File: config.mk
export PLATFORM = sky130hd
export DESIGN_NAME = memory_write_ctrl_flat
export DESIGN_NICKNAME = d
export VERILOG_FILES = /design/src/rtl/memory_write_ctrl_if.sv /design/src/rtl/memory_write_ctrl.sv /design/src/flat_wrapper.sv
export SDC_FILE = /design/constraint.sdc
export NUM_CORES = 1
export LEC_CHECK = 0
export CAP_MARGIN = 20
export CELL_PAD_IN_SITES_DETAIL_PLACEMENT = 1
export CELL_PAD_IN_SITES_GLOBAL_PLACEMENT = 1
export CORE_AREA = 2 2 425 427
export CTS_CLUSTER_DIAMETER = 40
export DETAILED_ROUTE_END_ITERATION = 10
export DIE_AREA = 0 0 427 429
export GPL_TIMING_DRIVEN = 0
export PLACE_DENSITY_LB_ADDON = 0.1
export SLEW_MARGIN = 25
export SYNTH_ARGS = -nofsm -noshare
export SYNTH_HDL_FRONTEND = slang
export SYNTH_SLANG_ARGS = --single-unit
File: constraint.sdc
create_clock -name clk -period 1.8 [get_ports clk]
set_input_delay 0.36 -clock clk [delete_from_list [all_inputs] [get_ports clk]]
set_output_delay 0.36 -clock clk [all_outputs]
set_load 0.01 [all_outputs]
File: src/rtl/memory_write_ctrl_if.sv
// Ingress, free-list, memory-write and packet-completion signals of memory_write_ctrl.
// slave is the controller side; master is the side that drives ingress and free-list.
interface memory_write_ctrl_if #(
  parameter int ADDR_W     = 12,
  parameter int BLOCK_BITS = 512,
  parameter int LEN_W      = 8
) ();
  logic                  data_valid_i;
  logic [BLOCK_BITS-1:0] data_i;
  logic                  data_end_i;
  logic                  data_ready_o;
  logic                  alloc_valid_i;
  logic [ADDR_W-1:0]     alloc_idx_i;
  logic                  alloc_ready_o;
  logic                  mem_we_o;
  logic [ADDR_W-1:0]     mem_waddr_o;
  logic [BLOCK_BITS-1:0] mem_wdata_o;
  logic                  pkt_done_o;
  logic [ADDR_W-1:0]     pkt_head_o;
  logic [LEN_W-1:0]      pkt_len_o;

  modport slave (
    input  data_valid_i, data_i, data_end_i, alloc_valid_i, alloc_idx_i,
    output data_ready_o, alloc_ready_o, mem_we_o, mem_waddr_o, mem_wdata_o,
           pkt_done_o, pkt_head_o, pkt_len_o
  );

  modport master (
    output data_valid_i, data_i, data_end_i, alloc_valid_i, alloc_idx_i,
    input  data_ready_o, alloc_ready_o, mem_we_o, mem_waddr_o, mem_wdata_o,
           pkt_done_o, pkt_head_o, pkt_len_o
  );
endinterface

File: src/rtl/memory_write_ctrl.sv
// Writes packet blocks into free-list-allocated memory blocks, chaining them through a 16-bit footer.
// Footer layout: [ADDR_W-1:0] next_idx, [15] eop, remaining bits reserved as 0 (ADDR_W <= 15).
module memory_write_ctrl #(
  parameter int ADDR_W     = 12,
  parameter int BLOCK_BITS = 512,
  parameter int LEN_W      = 8
) (
  input logic                clk,
  input logic                rst_n,
  memory_write_ctrl_if.slave bus
);

  typedef enum logic {IDLE, IN_PKT} state_t;

  state_t            r_state, w_state_nxt;
  logic [ADDR_W-1:0] r_cur, r_nxt;
  logic              r_cur_v, r_nxt_v;
  logic [ADDR_W-1:0] r_acc_head, w_acc_head;
  logic [LEN_W-1:0]  r_acc_len, w_acc_len, w_len_inc;
  logic              r_we, r_done, w_done;
  logic [ADDR_W-1:0] r_waddr, r_pkt_head, w_pkt_head;
  logic [BLOCK_BITS-1:0] r_wdata;
  logic [LEN_W-1:0]  r_pkt_len, w_pkt_len;
  logic [15:0]       w_footer;
  logic              w_data_fire, w_alloc_fire;
  logic              w_unused_footer_slot;

  // Incoming footer slot is overwritten by the generated footer.
  assign w_unused_footer_slot = ^bus.data_i[15:0];

  // Ready strobes come only from slot state, so the two handshakes are mutually exclusive.
  assign bus.data_ready_o  = r_cur_v && r_nxt_v;
  assign bus.alloc_ready_o = !(r_cur_v && r_nxt_v);
  assign w_data_fire       = bus.data_valid_i && bus.data_ready_o;
  assign w_alloc_fire      = bus.alloc_valid_i && bus.alloc_ready_o;

  assign bus.mem_we_o    = r_we;
  assign bus.mem_waddr_o = r_waddr;
  assign bus.mem_wdata_o = r_wdata;
  assign bus.pkt_done_o  = r_done;
  assign bus.pkt_head_o  = r_pkt_head;
  assign bus.pkt_len_o   = r_pkt_len;

  always_comb begin
    w_footer = '0;
    if (bus.data_end_i) begin
      w_footer[15] = 1'b1;
    end else begin
      w_footer[ADDR_W-1:0] = r_nxt;
    end
  end

  always_ff @(posedge clk or negedge rst_n) begin
    if (!rst_n) begin
      r_state <= IDLE;
    end else begin
      r_state <= w_state_nxt;
    end
  end

  always_comb begin
    w_state_nxt = r_state;
    if (w_data_fire) begin
      w_state_nxt = bus.data_end_i ? IDLE : IN_PKT;
    end
  end

  assign w_len_inc = (r_acc_len == '1) ? r_acc_len : r_acc_len + LEN_W'(1);

  always_comb begin
    w_acc_head = r_acc_head;
    w_acc_len  = r_acc_len;
    w_done     = 1'b0;
    w_pkt_head = r_pkt_head;
    w_pkt_len  = r_pkt_len;
    if (w_data_fire) begin
      case (r_state)
        IDLE: begin
          w_acc_head = r_cur;
          w_acc_len  = LEN_W'(1);
        end
        IN_PKT: w_acc_len = w_len_inc;
        default: ;
      endcase
      if (bus.data_end_i) begin
        w_done     = 1'b1;
        w_pkt_head = w_acc_head;
        w_pkt_len  = w_acc_len;
      end
    end
  end

  always_ff @(posedge clk or negedge rst_n) begin
    if (!rst_n) begin
      r_cur      <= '0;
      r_nxt      <= '0;
      r_cur_v    <= 1'b0;
      r_nxt_v    <= 1'b0;
      r_we       <= 1'b0;
      r_waddr    <= '0;
      r_wdata    <= '0;
      r_done     <= 1'b0;
      r_acc_head <= '0;
      r_acc_len  <= '0;
      r_pkt_head <= '0;
      r_pkt_len  <= '0;
    end else begin
      r_we       <= w_data_fire;
      r_done     <= w_done;
      r_acc_head <= w_acc_head;
      r_acc_len  <= w_acc_len;
      r_pkt_head <= w_pkt_head;
      r_pkt_len  <= w_pkt_len;
      if (w_data_fire) begin
        r_waddr <= r_cur;
        r_wdata <= {bus.data_i[BLOCK_BITS-1:16], w_footer};
        r_cur   <= r_nxt;
        r_nxt_v <= 1'b0;
      end else if (w_alloc_fire) begin
        if (!r_cur_v) begin
          r_cur   <= bus.alloc_idx_i;
          r_cur_v <= 1'b1;
        end else begin
          r_nxt   <= bus.alloc_idx_i;
          r_nxt_v <= 1'b1;
        end
      end
    end
  end

endmodule

File: src/flat_wrapper.sv
// flat-port wrapper written by rule: the top's interface ports become plain ports
module memory_write_ctrl_flat 
#(
  parameter int ADDR_W     = 12,
  parameter int BLOCK_BITS = 512,
  parameter int LEN_W      = 8
)
  (clk, rst_n, bus_data_valid_i, bus_data_i, bus_data_end_i, bus_alloc_valid_i, bus_alloc_idx_i, bus_data_ready_o, bus_alloc_ready_o, bus_mem_we_o, bus_mem_waddr_o, bus_mem_wdata_o, bus_pkt_done_o, bus_pkt_head_o, bus_pkt_len_o);
  memory_write_ctrl_if #(.ADDR_W(ADDR_W), .BLOCK_BITS(BLOCK_BITS), .LEN_W(LEN_W)) bus_i ();
  input logic clk;
  input logic rst_n;
  input wire logic [$bits(bus_i.data_valid_i)-1:0] bus_data_valid_i;
  input wire logic [$bits(bus_i.data_i)-1:0] bus_data_i;
  input wire logic [$bits(bus_i.data_end_i)-1:0] bus_data_end_i;
  input wire logic [$bits(bus_i.alloc_valid_i)-1:0] bus_alloc_valid_i;
  input wire logic [$bits(bus_i.alloc_idx_i)-1:0] bus_alloc_idx_i;
  output wire logic [$bits(bus_i.data_ready_o)-1:0] bus_data_ready_o;
  output wire logic [$bits(bus_i.alloc_ready_o)-1:0] bus_alloc_ready_o;
  output wire logic [$bits(bus_i.mem_we_o)-1:0] bus_mem_we_o;
  output wire logic [$bits(bus_i.mem_waddr_o)-1:0] bus_mem_waddr_o;
  output wire logic [$bits(bus_i.mem_wdata_o)-1:0] bus_mem_wdata_o;
  output wire logic [$bits(bus_i.pkt_done_o)-1:0] bus_pkt_done_o;
  output wire logic [$bits(bus_i.pkt_head_o)-1:0] bus_pkt_head_o;
  output wire logic [$bits(bus_i.pkt_len_o)-1:0] bus_pkt_len_o;
  assign bus_i.data_valid_i = bus_data_valid_i;
  assign bus_i.data_i = bus_data_i;
  assign bus_i.data_end_i = bus_data_end_i;
  assign bus_i.alloc_valid_i = bus_alloc_valid_i;
  assign bus_i.alloc_idx_i = bus_alloc_idx_i;
  assign bus_data_ready_o = bus_i.data_ready_o;
  assign bus_alloc_ready_o = bus_i.alloc_ready_o;
  assign bus_mem_we_o = bus_i.mem_we_o;
  assign bus_mem_waddr_o = bus_i.mem_waddr_o;
  assign bus_mem_wdata_o = bus_i.mem_wdata_o;
  assign bus_pkt_done_o = bus_i.pkt_done_o;
  assign bus_pkt_head_o = bus_i.pkt_head_o;
  assign bus_pkt_len_o = bus_i.pkt_len_o;
  memory_write_ctrl #(.ADDR_W(ADDR_W), .BLOCK_BITS(BLOCK_BITS), .LEN_W(LEN_W)) u_core (.clk(clk), .rst_n(rst_n), .bus(bus_i));
endmodule
==> results.cfg, run 1 <==
[outcome]
outcome = finished, violations left
violations = negative hold slack, negative setup slack

[flow_run]
cap_violations = 0

[clock_tree]
htreeDepth = 4
cts_sinks = 590
cts_tree = built
clk_pin_slew_ps = 40
cts-root-buf = clkbuf_16
clock_path_buffers = 3
clkLatencyLatePin_ps = 770
cts_inserted_buffers = 172

[floorplan]
num_io_pins = 1077
rows = 155
core_mm2 = 0.178
initial_utilization_pct = 12.6
die_area_mm2 = 0.183
die_y_um = 429
die_w_um = 427

[placed_design]
dpl_worst_slack_ps = -1180
placed_cell_area_mm2 = 0.0363
port_buffers = 1057
detailed_place_hpwl_mm = 109
gp_congestion = 0.760

[finish]
nets = 4251
finish.instance_area_mm2 = 0.0399
diodes = 0
syn_to_final_growth_pct = 77.3
layout-drive-gt1-share_pct = 26.0

[sta]
finalHoldViolCount = 65
fmax_mhz = 555
period_share_pct = 100
rsz0062_at_grt = true
setup_viol = 1
slew_headroom_pct = 59.1
worst_slack_ps = -2.55
fin_crit_ps = 1800
skew_ps = 33.3
maxSlewViolCount = 0
worstMarginPinSlew_ps = 613
hold_ws_ps = -425

[global_route]
antenna_found_initial = 59
grt_pass1_vias = 23300
grt_start_max_net_pins = 76
grt_usage_pct = 15.0
overflow = 0
grt_pass1_wl_mm = 192

[worst_setup_path]
worstPathMaxFanout = 3
cp-start-kind = register
crit_arrival_ps = 1440
cp-end-kind = output port
required_ps = 1440
critPathKind = register to output port

[yosys]
synth-seq-area-share_pct = 65.6
syn_area_mm2 = 0.0225
synth_warnings = 0
netlist_instances = 2471
post_synth_num_cell_types = 38
ys_seq_elements = 590
synth_ff_type = dfrtp_1
async_flop_share_pct = 100
avgSynthCellArea_um2 = 9.11
synth_edf_count = 0

[route]
via_count = 21500
antenna_left = 0
route.detailed.drc = 0
drt-pass1-iter-count = 5
wire_per_inst_um = 22.4
routed_via_density = 3.46
drt-total-wl_mm = 139
drt_iter0_markers = 774

[power_and_ir_drop]
power_leakage_nw = 20.4
power.density_mw_per_mm2 = 1570
vdd_drop_max_v = 0.000777

[min_path]
hold_path_class = primary input to asynchronous set/reset pin
## final cells by class
cell class,count,area [um^2]
Sequential cell,590,14800
Clock inverter,58,772
Buffer,134,865
Multi-Input combinational cell,1744,7120
Timing Repair Buffer,1074,8360
Fill cell,20600,138000
Tap cell,2355,2950
Clock buffer,255,5050
Inverter,5,21.3
## per-stage QoR
stage	hold slack, ps	utilization (%)	TNS, ps	total power [W]	cells
2_1_floorplan	64.4	-	0	0.0237	2473
3_5_place_dp	409	20.4	-463680	0.0356	5893
3_3_place_gp	458	20.2	-	0.0355	5885
4_1_cts	-475	22.4	-322	0.0642	6214
6_report	-425	22.4	-2.55	0.0625	6215
5_1_grt	-439	22.4	-218	0.0662	6215
## synthesized netlist by cell type (3+ instances only)
library cell / count / share of area (%)
nand2_1: 1590 / 27
dfrtp_1: 590 / 66
buf_2: 92 / 2.0
o21ai_0: 46 / 1.0
clkbuf_1: 34 / 0.57
mux2_2: 25 / 1.3
mux2i_1: 24 / 1.1
a21oi_1: 10 / 0.22
nor2_1: 7 / 0.12
nand3_1: 5 / 0.11
buf_1: 4 / 0.067
buf_4: 4 / 0.13
inv_1: 4 / 0.067
and2_1: 3 / 0.083
o31ai_1: 3 / 0.10
## report_power, final
part           internal, W  switching (W)
clock network       0.0208        0.00963
logic              0.00524        0.00832
registers           0.0167        0.00190
## worst max-delay path, stage by stage, from the launching register on
cell and delay (ps):
dfrtp_1 400, nand2_2 120, inv_2 40, buf_6 110
## registers in the layout, summed over array words and instances (netlist names)
register / cells
u_core.bus.pkt_len_o: 8
u_core.r_acc_len: 8
u_core.bus.pkt_head_o: 12
u_core.bus.mem_wdata_o: 509
u_core.bus.mem_waddr_o: 12
u_core.r_state: 1
u_core.r_nxt: 12
u_core.bus.pkt_done_o: 1
u_core.r_cur_v: 1
u_core.r_nxt_v: 1
u_core.r_acc_head: 12
u_core.bus.mem_we_o: 1
u_core.r_cur: 12
## logic make-up (layout without fill, tap and decap cells)
group	after synthesis	count (layout)	synth area share, %
other cells	1	3	0.0167
compound gates	70	70	1.73
flops	590	590	65.6
mux	49	49	2.32
xor+xnor	2	2	0.0778
simple gates	1619	1619	27.3
fa+ha+maj	1	1	0.0556
buf+inv	139	1526	2.90
## layout by cell type, fill, tap and decap left out, drive strengths merged, types with 2 or more instances in the layout
cell	n
nand3b	2
o31ai	3
a21oi	10
o21ai	48
inv	8
buf	654
clkinv	42
conb	3
and2	3
nand2b	2
o211ai	2
bufinv	11
clkinvlp	2
nand3	6
nor2	7
a22o	2
clkdlybuf4s50	511
mux2	25
nand2	1590
or4	2
clkbuf	297
dfrtp	590
xor2	2
nand4	3
mux2i	24
## layer usage
metal	up-vias	GRT usage, %	routed length [um]
met2	737	27.4	72900
met4	52	3.73	3220
li1	10100	-	-
met1	10300	15.6	51000
met5	-	0	337
met3	297	6.15	11500
## timing repair
item | in CTS | in global routing
setup endpoints to repair | 1103 | 333
pin swaps | 2 | 1
gates cloned | 0 | 0
buffers inserted | 8 | 1
gates resized for setup | 2438 | 53
endpoints found under the hold margin | 65 | 65
## path summary, 6_finish.rpt
| check | start | end | slack [ps] | cells after the start |
|---|---|---|---|---|
| worst max-delay path | u_core.r_cur_v$_DFFE_PN0P_ | bus_data_ready_o | -3 | 3 |
| worst min-delay path | rst_n | u_core.bus.mem_wdata_o[306]$_DFFE_PN0P_ | -430 | 1 |
| worst max register to register | u_core.r_cur_v$_DFFE_PN0P_ | u_core.r_nxt[6]$_DFFE_PN0P_ | 90 | 5 |
| worst min register to register | u_core.bus.mem_wdata_o[303]$_DFFE_PN0P_ | u_core.bus.mem_wdata_o[303]$_DFFE_PN0P_ | 460 | 2 |
| max in group asynchronous | rst_n | u_core.bus.mem_wdata_o[112]$_DFFE_PN0P_ | 530 | 4 |
| min in group clk | bus_data_i[334] | u_core.bus.mem_wdata_o[334]$_DFFE_PN0P_ | 100 | 3 |
Note: power is estimated with default switching activity, not from simulation.
==> inputs of run 2 (changes only) <==
- CORE_AREA: 2 2 425 427 -> 2 2 417 419
- DIE_AREA: 0 0 427 429 -> 0 0 419 421
- clock period: 1.8 -> 2.1 ns (I/O delays scaled with it)
==> run 2 against run 1 <==
  * The flow now finishes without violations
  * Register-to-register slack improved by 80 ps
  * Global-route usage increased by 0.69 points
  * Non-clock buffer count decreased by 3
  * Hold slack improved by 530 ps
  * Via count increased by 0.52%
  * Count of clock-buffer cells in the layout decreased by 17
  * Clock skew increased by 5.6 ps
  * Clock power decreased by 14%
  * Highest routed layer unchanged
==> results.cfg, run 2 (synthesized netlist as in run 1, its figures left out) <==
[floorplan]
initial_utilization_pct = 13.1
core_mm2 = 0.172
die_w_um = 419
rows = 153
num_io_pins = 1077
die_y_um = 421
die_area_mm2 = 0.176

[worst_setup_path]
cp-start-kind = register
reg2reg_slack_ps = 170
crit_arrival_ps = 1580
critPathBufInv = 1
crit_chain = clkdlybuf4s15_1
cp_slowest_cell = clkdlybuf4s15_1
required_ps = 1680
critPathKind = register to output port
cp-end-kind = output port
worstPathMaxFanout = 2
critPathTopFamily = buffers and inverters
critPathMaxStageDelay_ps = 440

[finish]
final_common_cell = nand2_1
layout-drive-gt1-share_pct = 12.1
syn_to_final_growth_pct = 84.8
final_cell_mix = nand2_1, dfrtp_1, dlygate4sd2_1, clkdlybuf4s50_1, clkbuf_16
largest_register_ffs = 509
fillCellCount = 19900
nets = 4243
instances_no_fill = 6190

[clock_tree]
clkLatencyLatePin_ps = 790
cts_sinks = 590
htreeDepth = 4
cts-root-buf = clkbuf_16
cts_inserted_buffers = 167
clk_pin_slew_ps = 40
clock_path_buffers = 3
cts_tree = built

[sta]
hold_ws_ps = 102
worstMarginPinSlew_ps = 681
finalHoldViolCount = 0
slew_headroom_pct = 54.6
setup_viol = 0
skew_ps = 38.9
period_share_pct = 95.1
fin_setup_tns_ps = 0
rsz0062_at_grt = true
fmax_mhz = 500
maxSlewViolCount = 0
fin_crit_ps = 2000

[global_route]
grt_pass1_wl_mm = 193
antenna_found_initial = 64
grt_start_max_net_pins = 75
overflow = 0
grt_usage_pct = 15.7
grt_pass1_vias = 23600

[outcome]
outcome = completed

[power_and_ir_drop]
intPower_w = 0.0372
vdd_drop_max_v = 0.000693
power.density_mw_per_mm2 = 1300
swShare_pct = 31.1
p_sw_w = 0.0168
power_frac_comb_pct = 22.2
power.total_w = 0.0539
clkPwrFrac_pct = 48.3
power_leakage_nw = 21.2
seq_power_share_pct = 29.5

[placed_design]
port_buffers = 1057
detailed_place_hpwl_mm = 110
dp_cells = 5865
gp_congestion = 0.791

[flow_run]
cap_violations = 0

[route]
drt-total-wl_mm = 139
wire_per_inst_um = 22.5
drt-pass1-iter-count = 4
drt_iter0_markers = 894
route.detailed.drc = 0
antenna_left = 0
via_count = 21600
routed_via_density = 3.49

[min_path]
hold_path_class = primary input to asynchronous set/reset pin
==> run 2: power by group through the flow <==
stage	combinational (W)	clock, W	sequential [W]
final	0.0120	0.0261	0.0159
after global routing	0.0132	0.0275	0.0163
after CTS	0.0125	0.0269	0.0160
after detailed placement	0.0142	0	0.0161
after global placement	0.0141	0	0.0162
after floorplan	0.00315	0	0.0172
==> run 2: final cells by class <==
class / instances / area (um^2) / share of cell area, %
repair buffers: 1072 / 10300 / 24.7
plain buffers: 133 / 696 / 1.67
well taps: 2325 / 2910 / 6.99
clock inverters: 63 / 827 / 1.99
multi-input cells: 1744 / 7110 / 17.1
flip-flops and latches: 590 / 14800 / 35.5
clock buffers: 238 / 4950 / 11.9
inverters: 5 / 18.8 / 0.0451
diodes: 20 / 50.0 / 0.120
==> run 2: repair_timing <==
action | in CTS | in global routing
setup endpoints to repair | 897 | 65
gates cloned | 0 | 1
buffers inserted | 3 | 0
gates resized for setup | 629 | 10
endpoints found under the hold margin | 192 | 0
hold buffers | 1 | 0
==> run 2: metrics by stage <==
stage | instance area [um^2] | utilization, % | worst slack (ps)
2_1_floorplan | 22500 | - | 478
3_3_place_gp | 36000 | 20.9 | -32430
3_5_place_dp | 36300 | 21.0 | -826
4_1_cts | 41500 | 24.1 | 0.0283
5_1_grt | 41600 | 24.1 | -24.7
6_report | 41600 | 24.1 | 102
==> run 2: layer usage <==
metal	GRT usage [%]	vias up	wire length (um)
met2	28.9	747	73800
li1	-	10100	-
met5	0	-	214
met4	4.60	34	3790
met3	6.30	281	11400
met1	16.0	10400	50200
==> run 2: final timing paths <==
path	startpoint	to	cells past startpoint
setup / recovery	u_core.bus.mem_wdata_o[374]$_DFFE_PN0P_	bus_mem_wdata_o[374]	1
hold / removal	rst_n	u_core.bus.mem_wdata_o[333]$_DFFE_PN0P_	2
setup reg to reg	u_core.r_nxt_v$_DFFE_PN0P_	u_core.bus.mem_wdata_o[493]$_DFFE_PN0P_	7
hold reg to reg	u_core.bus.mem_wdata_o[332]$_DFFE_PN0P_	u_core.bus.mem_wdata_o[332]$_DFFE_PN0P_	2
max in group asynchronous	rst_n	u_core.bus.mem_wdata_o[127]$_DFFE_PN0P_	6
min in group clk	bus_data_i[284]	u_core.bus.mem_wdata_o[284]$_DFFE_PN0P_	3
==> edit 1: new RTL, flow settings as in run 1 <==
`ADDR_W` is set to 12 in 3 places; all go to 14.
--- a/src/rtl/memory_write_ctrl_if.sv
+++ b/src/rtl/memory_write_ctrl_if.sv
@@ -3,3 +3,3 @@
 interface memory_write_ctrl_if #(
-  parameter int ADDR_W     = 12,
+  parameter int ADDR_W     = 14,
   parameter int BLOCK_BITS = 512,
--- a/src/rtl/memory_write_ctrl.sv
+++ b/src/rtl/memory_write_ctrl.sv
@@ -3,3 +3,3 @@
 module memory_write_ctrl #(
-  parameter int ADDR_W     = 12,
+  parameter int ADDR_W     = 14,
   parameter int BLOCK_BITS = 512,
--- a/src/flat_wrapper.sv
+++ b/src/flat_wrapper.sv
@@ -3,3 +3,3 @@
 #(
-  parameter int ADDR_W     = 12,
+  parameter int ADDR_W     = 14,
   parameter int BLOCK_BITS = 512,
Ports: changed (resized bus_alloc_idx_i, bus_mem_waddr_o and bus_pkt_head_o); port bits go from 1077 to 1083. The function was not compared with the original's and may differ.
==> edit 1 against run 1 <==
The flow still finishes with violations (negative hold slack, negative setup slack); largest power group unchanged; clock skew down 8.6 ps; worst setup slack worse by 71 ps; critical path depth up 1; cell area up 2.3%; count of clock-buffer cells in the layout up 3; largest cell class unchanged; cell count up 1.7%; power up 3.6%; sequential cell count up 12; hold slack worse by 110 ps; non-clock buffer count up 17; area after synthesis up 2.4%; wire length up 2.8%; maximum frequency down 3.8%.
==> edit 1: results (changes against run 1) <==
share of cells above drive strength 1: 0.261 (+0.000320)
Worst-Margin Slew: 1070 ps (+462 ps)
DP Wirelength: 110 mm (+1.1%)
Resized cells post-CTS: 2,349 (-3.7%)
failing checks: negative hold slack, negative setup slack
status: complete, but fails checks
routed wl met3: 11.7 mm (+1.8%)
final wirelength: 143 mm (+2.8%)
Peak VDD IR: 729 uV (-6.1%)
Worst Path Arrival: 1510 ps (+70 ps)
static leakage: 20.9 nW (+2.7%)
setup ws final: -73.1 ps (-70.6 ps)
sequential area share after synthesis: 0.654 (-0.00232)
# setup viols final: 2 (+1)
Synth cell types: 39 (+2.6%)
met1 global-route usage: 0.159 (+0.00312)
synth top area cells: dfrtp_1, nand2_1, buf_2
DR vias/cell: 3.54 (+2.2%)
Final Hold Fails: 136 (+110%)
Final GP Congestion: 0.791 (+4.1%)
drt pass-1 iters: 4 (-1)
largest net degree at the start of global routing: 98 (+29%)
GRT Total Usage: 0.153 (+0.00299)
Hold WS: -531 ps (-106 ps)
dpl ws: -1170 ps (+5.44 ps)
initial antenna violation count: 48 (-19%)
CTS sink cnt: 602 (+2.0%)
first-pass GRT wire length: 197 mm (+2.2%)
vias in the first global route: 24.4k (+4.8%)
Crit path largest cell delay: 370 ps (-30 ps)
M3 GR Usage: 0.0600 (-0.00142)
critical path peak fanout: 5 (+2)
bufs w/o clock: 1,225 (+1.4%)
Nets: 4,344 (+2.2%)
fraction of area in registers: 0.369 (-0.000835)
Worst Skew: 24.7 ps (-8.60 ps)
number of buffers created by CTS: 180 (+4.7%)
## edit 1: kinds of logic (layout without fill, tap and decap cells)
family / count (synthesis) / in the layout / share of synthesized area
AND/OR/NAND/NOR: 1695 / 1695 / 0.281
flip-flops: 602 / 602 / 0.654
buffers and inverters: 140 / 1554 / 0.0304
AO/OA/AOI/OAI: 55 / 55 / 0.0131
multiplexers: 45 / 45 / 0.0203
XOR/XNOR: 2 / 2 / 0.000760
adder cells (fa/ha/maj): 1 / 1 / 0.000543
other: 1 / 12 / 0.000163
## edit 1: power by group
part | switching, mW | total [mW] | internal, mW
Clock | 9.85 | 32.0 | 22.1
Sequential | 2.09 | 19.2 | 17.1
Combinational | 8.43 | 13.7 | 5.23
Total | 20.4 | 64.8 | 44.4
## edit 1: worst paths after layout
check | slack, ps | from | depth (start not counted) | end
setup / recovery | -70 | u_core.r_cur_v$_DFFE_PN0P_ | 4 | bus_data_ready_o
hold / removal | -530 | rst_n | 1 | u_core.bus.mem_wdata_o[74]$_DFFE_PN0P_
setup reg to reg | 100 | u_core.r_state$_DFFE_PN0P_ | 4 | u_core.bus.pkt_head_o[8]$_DFFE_PN0P_
hold reg to reg | 460 | u_core.bus.mem_wdata_o[2]$_DFFE_PN0P_ | 2 | u_core.bus.mem_wdata_o[2]$_DFFE_PN0P_
max in group asynchronous | 320 | rst_n | 3 | u_core.bus.mem_wdata_o[376]$_DFFE_PN0P_
min in group clk | 100 | bus_data_i[501] | 3 | u_core.bus.mem_wdata_o[501]$_DFFE_PN0P_
## edit 1: per-stage QoR
stage / instances / setup TNS [ps] / area (sq um)
after global placement: 5961 / - / 36700
after floorplan: 2541 / 0 / 23000
final: 6321 / -134 / 40800
after global routing: 6316 / -380 / 40800
after detailed placement: 5967 / -556650 / 36800
after CTS: 6298 / -455 / 40500
==> edit 2: new RTL, config.mk and constraints of run 1 <==
Made on the original files. Take the reset off `r_pkt_head` and `r_pkt_len` and load them in a clocked block of their own.
--- a/src/rtl/memory_write_ctrl.sv
+++ b/src/rtl/memory_write_ctrl.sv
@@ -104,4 +104,2 @@
       r_acc_len  <= '0;
-      r_pkt_head <= '0;
-      r_pkt_len  <= '0;
     end else begin
@@ -111,4 +109,2 @@
       r_acc_len  <= w_acc_len;
-      r_pkt_head <= w_pkt_head;
-      r_pkt_len  <= w_pkt_len;
       if (w_data_fire) begin
@@ -130,2 +126,7 @@
 
+  always_ff @(posedge clk) begin
+    r_pkt_head <= w_pkt_head;
+    r_pkt_len  <= w_pkt_len;
+  end
+
 endmodule
Check against the original RTL: differs if rst_n is asserted again (counterexample within 4 cycles, from zero or initial values and one cycle with rst_n low); with rst_n held inactive, the same outputs for 4 cycles.
==> edit 2 against run 1 <==
The run ends with negative setup slack left; count of clock-buffer cells in the layout is 5 lower; critical path depth stayed put; cell area increased by 2.9%; sequential power fell by 3%; wire length up 3.3%; sequential cell count stayed put; worst setup slack got worse by 28 ps; area after synthesis rose by 1.5%; power rose by 1.2%; critical endpoint unchanged; largest power group unchanged.
==> edit 2: results (changes against run 1) <==
status: complete, but fails checks
failing checks: negative setup slack
Final GP Congestion: 0.784 (+3.2%)
static leakage: 20.8 nW (+1.9%)
vias in the first global route: 23.5k (+0.93%)
first-pass GRT wire length: 196 mm (+1.8%)
setup ws final: -30.5 ps (-28.0 ps)
ys async rst share: 0.966 (-0.0339)
worst r2r src: u_core.r_nxt_v$_DFFE_PN0P_
DP Wirelength: 111 mm (+1.3%)
share of cells above drive strength 1: 0.265 (+0.00445)
Filler cells: 20.6k (-0.16%)
final setup TNS: -51.4 ps (-48.9 ps)
RR Endpoint: u_core.bus.mem_wdata_o[457]$_DFFE_PN0P_
sequential area share after synthesis: 0.650 (-0.00549)
Hold/Removal Path Class: in -> reg
# diodes: 12 (+12)
# setup viols final: 2 (+1)
Synth top cells by count: nand2_1, dfrtp_1, buf_4, buf_6, buf_2
R2R Setup Slk: 130 ps (+40 ps)
area of the multi-input gates: 0.00699 sq mm (-1.9%)
Synth cell types: 39 (+2.6%)
fraction of area in registers: 0.362 (-0.00803)
drt pass-1 iters: 4 (-1)
routed wl met3: 10.8 mm (-6.0%)
Clk Latency, worst-skew pair: 800 ps (+30 ps)
Post-Synth Adder-Cell Area: 0.000547 (-0.00000837)
num sequential: 590 (unchanged)
inverters: 3 (-2)
FF/Latch Area: 0.0149 sq mm (+0.70%)
largest net degree at the start of global routing: 73 (-3.9%)
placed inst area: 0.0366 sq mm (+0.95%)
vias: 21.7k (+0.69%)
Hold WS: 98.2 ps (+523 ps)
Post-Place Cells: 5,875 (-0.31%)
R2R cell count: 8 (+3)
Peak VDD IR: 671 uV (-14%)
## edit 2: changes by cell type after synthesis, moves of 27 or more
cell,before,now
o21ai_0,46,19
clkbuf_1,34,6
buf_2,92,31
buf_4,4,60
buf_6,0,35
## edit 2: power groups by stage
| stage | Combinational, mW | Sequential (mW) | Clock [mW] |
|---|---|---|---|
| floorplan | 3.59 | 19.2 | 0 |
| global placement | 14.7 | 18.3 | 0 |
| detailed placement | 14.8 | 18.3 | 0 |
| CTS | 12.9 | 18.1 | 33.8 |
| global route | 13.7 | 18.5 | 34.6 |
| finish | 12.4 | 18.1 | 32.8 |
## edit 2: worst register-to-register path: stages, from the launching register on
cell,delay [ps]
dfrtp_1,380
nand2_4,100
inv_4,80
nand2_4,80
inv_8,160
buf_6,270
buf_4,220
nand2_1,210
nand2_1,120
## edit 2: repair_timing
item	4_1_cts	5_1_grt
pin swaps	0	0
gates cloned	0	0
gates resized for setup	2387	24
setup endpoints to repair	1115	56
endpoints found under the hold margin	129	60
setup buffers	5	1
hold buffers	20	7
